$ cat src/rtl/axil_test_regs_pkg.sv
// Shared definitions for the AXI-Lite test register block: register word
// indices, AXI response codes, CTRL bit positions and a byte-strobe helper.
package axil_test_regs_pkg;

  // Word indices, i.e. byte offset [4:2]
  localparam logic [2:0] REG_ID        = 3'd0;
  localparam logic [2:0] REG_CTRL      = 3'd1;
  localparam logic [2:0] REG_SCRATCH0  = 3'd2;
  localparam logic [2:0] REG_SCRATCH1  = 3'd3;
  localparam logic [2:0] REG_CNT_LO    = 3'd4;
  localparam logic [2:0] REG_CNT_HI    = 3'd5;
  localparam logic [2:0] REG_WR_COUNT  = 3'd6;
  localparam logic [2:0] REG_ERR_COUNT = 3'd7;

  localparam logic [1:0] RESP_OKAY   = 2'b00;
  localparam logic [1:0] RESP_SLVERR = 2'b10;

  localparam int CTRL_CNT_EN  = 0;
  localparam int CTRL_CNT_CLR = 1;

  function automatic logic [31:0] apply_strb(input logic [31:0] old_val,
                                             input logic [31:0] new_val,
                                             input logic [3:0]  strb);
    logic [31:0] res;
    for (int i = 0; i < 4; i++)
      res[i*8 +: 8] = strb[i] ? new_val[i*8 +: 8] : old_val[i*8 +: 8];
    return res;
  endfunction

endpackage

$ cat src/rtl/axil_test_cycle_counter.sv
// 64-bit free-running cycle counter with enable, synchronous clear and a
// high-word snapshot taken whenever the low word is read.
module axil_test_cycle_counter (
  input  logic        clk,
  input  logic        rst,
  input  logic        en,
  input  logic        clr,
  input  logic        snap,
  output logic [31:0] cnt_lo,
  output logic [31:0] hi_snap
);

  logic [63:0] cnt;

  // NOTE: sequential state uses non-blocking assignments so every flop samples
  // the pre-edge value of every other flop, independent of block ordering.
  always_ff @(posedge clk or posedge rst) begin
    if (rst)       cnt <= '0;
    else if (clr)  cnt <= '0;
    else if (en)   cnt <= cnt + 64'd1;
  end

  // Snapshot pairs with the low word returned in the same cycle
  always_ff @(posedge clk or posedge rst) begin
    if (rst)       hi_snap <= '0;
    else if (snap) hi_snap <= cnt[63:32];
  end

  assign cnt_lo = cnt[31:0];

endmodule

$ cat src/rtl/axil_test_regs.sv
// AXI-Lite slave test register block (ID, CTRL, scratch, cycle counter, stats).
// Optional counter feature: define AXIL_TEST_REGS_COUNTER_EN to build it.
module axil_test_regs
  import axil_test_regs_pkg::*;
#(
  parameter int          ADDR_WIDTH = 32,
  parameter logic [31:0] ID_VALUE   = 32'h4E54_5031
) (
  input  logic                  clk_i,
  input  logic                  rstn_i,
  input  logic [ADDR_WIDTH-1:0] s_axi_awaddr,
  input  logic [2:0]            s_axi_awprot,
  input  logic                  s_axi_awvalid,
  output logic                  s_axi_awready,
  input  logic [31:0]           s_axi_wdata,
  input  logic [3:0]            s_axi_wstrb,
  input  logic                  s_axi_wvalid,
  output logic                  s_axi_wready,
  output logic [1:0]            s_axi_bresp,
  output logic                  s_axi_bvalid,
  input  logic                  s_axi_bready,
  input  logic [ADDR_WIDTH-1:0] s_axi_araddr,
  input  logic [2:0]            s_axi_arprot,
  input  logic                  s_axi_arvalid,
  output logic                  s_axi_arready,
  output logic [31:0]           s_axi_rdata,
  output logic [1:0]            s_axi_rresp,
  output logic                  s_axi_rvalid,
  input  logic                  s_axi_rready
);

  logic                  aw_full, w_full;
  logic [ADDR_WIDTH-1:0] aw_addr;
  logic [31:0]           w_data;
  logic [3:0]            w_strb;
  logic [31:0]           scratch0, scratch1, wr_count, err_count;
  logic [31:0]           cnt_lo, hi_snap, ctrl_rd, rd_data;

  assign s_axi_awready = !aw_full;
  assign s_axi_wready  = !w_full;
  assign s_axi_arready = !s_axi_rvalid;

  // Write decode works on the held address so AW/W arrival order is irrelevant
  logic [2:0] wr_idx;
  logic       wr_commit, wr_legal, wr_ok, wr_err;
  assign wr_idx    = aw_addr[4:2];
  assign wr_commit = aw_full && w_full && !s_axi_bvalid;
  assign wr_legal  = ~|aw_addr[ADDR_WIDTH-1:5] &&
                     (wr_idx inside {REG_CTRL, REG_SCRATCH0, REG_SCRATCH1});
  assign wr_ok     = wr_commit && wr_legal;
  assign wr_err    = wr_commit && !wr_legal;

  logic [2:0] rd_idx;
  logic       rd_fire, rd_mapped, rd_err;
  assign rd_idx    = s_axi_araddr[4:2];
  assign rd_fire   = s_axi_arvalid && s_axi_arready;
  assign rd_mapped = ~|s_axi_araddr[ADDR_WIDTH-1:5];
  assign rd_err    = rd_fire && !rd_mapped;

  logic ctrl_wr;
  assign ctrl_wr = wr_ok && (wr_idx == REG_CTRL) && w_strb[0];

`ifdef AXIL_TEST_REGS_COUNTER_EN
  logic cnt_en;

  always_ff @(posedge clk_i or posedge rstn_i) begin
    if (rstn_i)       cnt_en <= 1'b1;
    else if (ctrl_wr) cnt_en <= w_data[CTRL_CNT_EN];
  end

  axil_test_cycle_counter u_counter (
    .clk     (clk_i),
    .rst     (rstn_i),
    .en      (cnt_en),
    .clr     (ctrl_wr && w_data[CTRL_CNT_CLR]),
    .snap    (rd_fire && rd_mapped && (rd_idx == REG_CNT_LO)),
    .cnt_lo  (cnt_lo),
    .hi_snap (hi_snap)
  );

  assign ctrl_rd = {31'd0, cnt_en};
`else
  assign cnt_lo  = '0;
  assign hi_snap = '0;
  assign ctrl_rd = '0;
`endif

  // Holds fill on handshake and drain on commit; both cannot happen together
  // because a full hold deasserts its ready.
  always_ff @(posedge clk_i or posedge rstn_i) begin
    if (rstn_i) begin
      aw_full <= 1'b0;
      aw_addr <= '0;
      w_full  <= 1'b0;
      w_data  <= '0;
      w_strb  <= '0;
    end else begin
      if (s_axi_awvalid && s_axi_awready) begin
        aw_full <= 1'b1;
        aw_addr <= s_axi_awaddr;
      end else if (wr_commit) begin
        aw_full <= 1'b0;
      end
      if (s_axi_wvalid && s_axi_wready) begin
        w_full <= 1'b1;
        w_data <= s_axi_wdata;
        w_strb <= s_axi_wstrb;
      end else if (wr_commit) begin
        w_full <= 1'b0;
      end
    end
  end

  always_ff @(posedge clk_i or posedge rstn_i) begin
    if (rstn_i) begin
      s_axi_bvalid <= 1'b0;
      s_axi_bresp  <= RESP_OKAY;
    end else if (wr_commit) begin
      s_axi_bvalid <= 1'b1;
      s_axi_bresp  <= wr_legal ? RESP_OKAY : RESP_SLVERR;
    end else if (s_axi_bvalid && s_axi_bready) begin
      s_axi_bvalid <= 1'b0;
    end
  end

  always_ff @(posedge clk_i or posedge rstn_i) begin
    if (rstn_i) begin
      scratch0  <= '0;
      scratch1  <= '0;
      wr_count  <= '0;
      err_count <= '0;
    end else begin
      if (wr_ok && wr_idx == REG_SCRATCH0) scratch0 <= apply_strb(scratch0, w_data, w_strb);
      if (wr_ok && wr_idx == REG_SCRATCH1) scratch1 <= apply_strb(scratch1, w_data, w_strb);
      if (wr_ok) wr_count <= wr_count + 32'd1;
      // A write error and a read error can land in the same cycle
      err_count <= err_count + {31'd0, wr_err} + {31'd0, rd_err};
    end
  end

  // NOTE: every combinational output gets a default first so no path can
  // leave it unassigned and infer a latch.
  always_comb begin
    rd_data = '0;
    case (rd_idx)
      REG_ID:        rd_data = ID_VALUE;
      REG_CTRL:      rd_data = ctrl_rd;
      REG_SCRATCH0:  rd_data = scratch0;
      REG_SCRATCH1:  rd_data = scratch1;
      REG_CNT_LO:    rd_data = cnt_lo;
      REG_CNT_HI:    rd_data = hi_snap;
      REG_WR_COUNT:  rd_data = wr_count;
      REG_ERR_COUNT: rd_data = err_count;
      default:       rd_data = '0;
    endcase
    if (!rd_mapped) rd_data = '0;
  end

  always_ff @(posedge clk_i or posedge rstn_i) begin
    if (rstn_i) begin
      s_axi_rvalid <= 1'b0;
      s_axi_rdata  <= '0;
      s_axi_rresp  <= RESP_OKAY;
    end else if (rd_fire) begin
      s_axi_rvalid <= 1'b1;
      s_axi_rdata  <= rd_data;
      s_axi_rresp  <= rd_mapped ? RESP_OKAY : RESP_SLVERR;
    end else if (s_axi_rvalid && s_axi_rready) begin
      s_axi_rvalid <= 1'b0;
    end
  end

  logic unused;
  assign unused = ^{s_axi_awprot, s_axi_arprot, aw_addr[1:0], s_axi_araddr[1:0]};

endmodule

$ cat config.mk
export PLATFORM = sky130hd
export DESIGN_NAME = axil_test_regs
export DESIGN_NICKNAME = d
export VERILOG_FILES = /design/src/rtl/axil_test_regs_pkg.sv /design/src/rtl/axil_test_cycle_counter.sv /design/src/rtl/axil_test_regs.sv
export SDC_FILE = /design/constraint.sdc
export NUM_CORES = 1
export LEC_CHECK = 0
export BUFFER_PORTS_ARGS = -buffer_cell sky130_fd_sc_hd__buf_2
export CAP_MARGIN = 5
export CORE_MARGIN = 5
export CORE_UTILIZATION = 45
export DETAILED_ROUTE_END_ITERATION = 8
export PLACE_DENSITY = 0.66
export SLEW_MARGIN = 20
export SYNTH_ARGS = -nofsm -noshare
export SYNTH_HDL_FRONTEND = slang
export SYNTH_SLANG_ARGS = --single-unit
$ cat constraint.sdc
create_clock -name clk_i -period 8.4 [get_ports clk_i]
set_clock_uncertainty 0.2 [all_clocks]
set_input_delay 0.42 -clock clk_i [delete_from_list [all_inputs] [get_ports clk_i]]
set_output_delay 0.42 -clock clk_i [all_outputs]
set_load 0.005 [all_outputs]
Word level (Yosys, flattened, before mapping)
Cells that the tools add are included.

operators by class
  add/sub/neg operators = 3
  equal/unequal tests = 10
  muxes and demuxes = 11
  reduce and logical (&&, ||, !) cells = 36

operator list
  operator                                                                number
  32-bit case mux with 6 select lines                                     1
  32-bit by 1-bit adder with 32-bit output                                2
  27-bit OR reduction                                                     2
  32-bit by 1-bit adder with 32-bit output (second input constant)        1
  32-bit two-way mux                                                      1
  2-bit AND reduction                                                     8
  1-bit logical AND                                                       13
  3-bit by 2-bit equality test with 1-bit output (second input constant)  4
  3-bit equality test (second input constant)                             4
  2-bit nonzero test                                                      4
  1-bit two-way mux                                                       7
  3-bit by 1-bit equality test with 1-bit output (second input constant)  2
  1-bit logical NOT                                                       6
  2-bit two-way mux                                                       2
  3-bit logical NOT                                                       1
  3-bit nonzero test                                                      1
  3-bit OR reduction                                                      1

storage, ports and cells
  flip-flop bits (word level) = 236
  output and inout port bits = 41

Longest topological paths before layout
  depth after elaboration = 7
  gate-level depth with buffers = 11
  mapped depth without buffers = 11

Worst setup path before layout
No wires, ideal clock.

  kind = register to register
  start = register aw_addr[3]
  end = register err_count[26]
  library setup time = 0.079 ns
  arrival time = 2.475 ns
  path slack = 5.645 ns
  stages on the path, launching flop included = 11
  path through = dfrtp_1 clkbuf_1 o2111a_1 a21oi_1 fa_1 ha_1 and4_1 nor3b_2 nand3_1 nor2_1 xor2_1

between the ends
  longest elaborated chain between the ends = 7
  elaborated cells on any way between the ends = 9
  classes of those cells = 2 x add/sub; 3 x eq/ne; 4 x reduce/logical

RTL lines
  item                                                                                                                     RTL line               source
  start, declared                                                                                                          axil_test_regs.sv:33   logic [ADDR_WIDTH-1:0] aw_addr;
  start signal, assigned                                                                                                   axil_test_regs.sv:100  aw_addr <= s_axi_awaddr;
  3-bit by 1-bit equality test with 1-bit output / 3-bit by 2-bit equality test with 1-bit output (equally long branches)  -
  3-bit nonzero test *                                                                                                     axil_test_regs.sv:49   (wr_idx inside {REG_CTRL, REG_SCRATCH0, REG_SCRATCH1});
  1-bit logical AND *                                                                                                      axil_test_regs.sv:48   assign wr_legal = ~|aw_addr[ADDR_WIDTH-1:5] &&
  1-bit logical NOT *                                                                                                      axil_test_regs.sv:51   assign wr_err = wr_commit && !wr_legal;
  1-bit logical AND *                                                                                                      axil_test_regs.sv:51
  32-bit by 1-bit adder with 32-bit output * (2 in a row)                                                                  axil_test_regs.sv:137  err_count <= err_count + {31'd0, wr_err} + {31'd0, rd_err};
  end signal, assigned                                                                                                     axil_test_regs.sv:137
  end, declared                                                                                                            axil_test_regs.sv:36   logic [31:0] scratch0, scratch1, wr_count, err_count;

Mark *: on every way between the ends. The rest lies on a longest branch, timed or not.
A chain may end at the register's enable or synchronous reset.

Worst setup path in the final report
  start = register aw_addr[3]
  end = register err_count[30]

Same word-level chain as after synthesis.

==> flow_summary.yaml <==
route:
  drt_pass1_iterations: 4
  routed-via-count: 6776
  drt-wirelength-per-cell_um: 18.2
  wirelength_mm: 23.2
  drc: 0
  ant_nets: 0
  routed_via_density: 5.32
  drt_iter0_markers: 374
layout:
  register_area_sq_um: 5810
  layout_common_cells: "dfrtp_1, buf_2, mux2_2"
  drive_above_1_share_pct: 36.5
  mostFrequentLayoutCell: "dfrtp_1"
  num_antenna_cells: 0
  n_fill_cell: 1800
  finish.instance_area_sq_um: 12700
  final_cells: 1274
  multi_input_area_sq_um: 4120
  area_delta_synth_final_pct: 25.8
  postLayoutCoreUtil_pct: 57.8
  layout.nets: 1093
worst_setup_path:
  path_buf_inv: 0
  crit_cells: 9
  crit_slowest_cell: "nor3b_2"
  startpoint: "aw_addr[3]"
  timing.rr.start: "aw_addr[3]"
  max_stage_delay_ps: 620
  rr_worst_depth: 9
  worst-setup-path-type: "flip-flop to flip-flop"
  worst_ep_arrival_time_ps: 3670
  r2r-end: "err_count[30]"
  crit_path_max_fanout: 11
  critPathLaunchType: "flip-flop"
  critPathCapture: "err_count[30]"
  crit_path_end_kind: "flip-flop"
  cp.required_ps: 8650
  crit_chain: "o2111a_1, a21oi_1, fa_1, ha_1, and4_1, nor3b_2, nand3_1, nor2_1, xor2_1"
  reg2reg_setup_slack_ps: 4980
  crit_family: "simple AND/OR/NAND/NOR gates"
floorplan:
  die_h_um: 160
  io_pins: 154
  die_area_sq_um: 25500
  die-width_um: 160
  core-area_sq_um: 22000
  start_util_pct: 46.0
  rows: 54
power:
  leakagePower_nw: 6.00
  power_mw: 3.00
  power_density_nw_per_um2: 236
  peakVddDrop_v: 0.000186
global_route:
  grt_max_degree: 92
  first_global_vias: 7268
  antenna_found_initial: 0
  grt_pass1_wl_mm: 38.7
  gr-usage-all-layers_pct: 18.5
  grt_overflow_total: 0
logic_synthesis:
  synth-edff-count: 0
  netlist_instances: 754
  synth_top_family_by_area: "multiplexers"
  synth-simple-area-share_pct: 9.49
  yosys_most_used_dff: "dfrtp_1"
  synth_cell_types: 44
  synthAdderAreaFrac_pct: 0.446
  synthArstFlopShare_pct: 100
  synth_area_per_cell_sq_um: 13.4
  synth_warnings: 0
  seq_area_frac_synth_pct: 57.5
  muxShareOfSynthArea_pct: 20.2
  synth_xor_area_share_pct: 5.29
  synth_seq_cells: 232
  synth_compound_area_share_pct: 5.13
  syn_area_sq_um: 10100
timing:
  hold_slack_ps: 245
  finalHoldViolations: 0
  finalSetupViolations: 0
  fin_crit_sh_pct: 40.7
  maxSlewHeadroom_pct: 40.1
  tns_ps: 0
  tightest_slew_ps: 898
  fin_crit_ps: 3420
  max_freq_ghz: 0.292
  setup_slack_ps: 4980
  rsz0062_at_grt: "no"
  drv_slew: 0
outcome:
  outcome: "finished, final reports clean"
clock_tree:
  insertion_delay_ps: 520
  cts_made_buffers: 26
  cts_root_buf: "clkbuf_16"
  cts_setup_buffers: 0
  h-tree-depth: 1
  clk_pin_slew_ps: 60
  clkSinkCount: 232
  cts_buffer_depth: 3
  cts_resized: 0
  cts_tree: "built"
  cts_hold_buf: 71
run:
  cap_violations: 0
placement:
  dp.cells: 1158
  dp_slack_ps: 4960
  post_dp_cell_area_sq_um: 11100
  io_buffer_count: 141
  hpwl_mm: 15.4
  gp_congestion: 0.788
hold_path:
  hold_path_class: "input pin to flip-flop"
cell type report:
cell class | count | share of cell area, %
Multi-Input combinational cell | 476 | 32.5
Tap cell | 280 | 2.76
Inverter | 16 | 0.532
Clock inverter | 3 | 0.315
Sequential cell | 232 | 45.7
Timing Repair Buffer | 225 | 11.9
Clock buffer | 42 | 6.31
worst min-delay path by stage:
stage | from | to | cells after the start
2_1_floorplan | wr_count[31] | wr_count[31] | 1
3_3_place_gp | s_axi_rdata[30] | s_axi_rdata[30] | 1
3_5_place_dp | err_count[31] | err_count[31] | 1
4_1_cts | s_axi_araddr[3] | s_axi_rdata[14] | 4
5_1_grt | s_axi_araddr[3] | s_axi_rdata[30] | 4
6_report | s_axi_arvalid | s_axi_rvalid | 4
registers in the layout, indices dropped and copies added (netlist names), 4 cells and up:
register,flops
err_count,32
s_axi_rdata,32
scratch0,32
scratch1,32
w_data,32
wr_count,32
aw_addr,30
w_strb,4
cells in the mapped netlist (15+ instances only):
cell type	n	share of area [%]
nand4_1	21	1.3
inv_1	16	0.59
mux2_2	136	15
a22o_1	26	2.3
nor2_1	20	0.74
clkbuf_1	17	0.63
nand2_1	38	1.4
a21oi_1	19	0.94
dfrtp_1	232	57
mux4_2	20	4.5
nor4_1	16	0.99
and3_1	15	0.93
nand3_1	29	1.4
xnor2_1	49	4.2
layer usage:
metal	up-vias	part of all wire, %	wire, um	track usage, %
met5	-	0	0	0
met4	0	2.2	517	4.81
met3	37	5.1	1180	3.14
met2	133	48	11200	30.9
met1	3411	44	10300	25.3
li1	3195	-	-	-
kinds of logic (layout without fill, tap and decap cells):
logic type	count (synthesis)	after routing
xor+xnor	61	61
flops	232	232
mux	162	162
other cells	1	2
buf+inv	47	286
compound gates	74	74
simple gates	174	174
fa+ha+maj	3	3
report_power, final:
group / switching, mW / total [mW] / internal [mW]
logic: 0.180 / 0.428 / 0.247
clock network: 0.433 / 1.11 / 0.677
registers: 0.157 / 1.46 / 1.31
worst min-delay path, stage by stage:
cell     delay, ps
buf_2           70
nand2_1         40
buf_4          260
o21ai_0        130
Power figures use the tool's default switching activity.
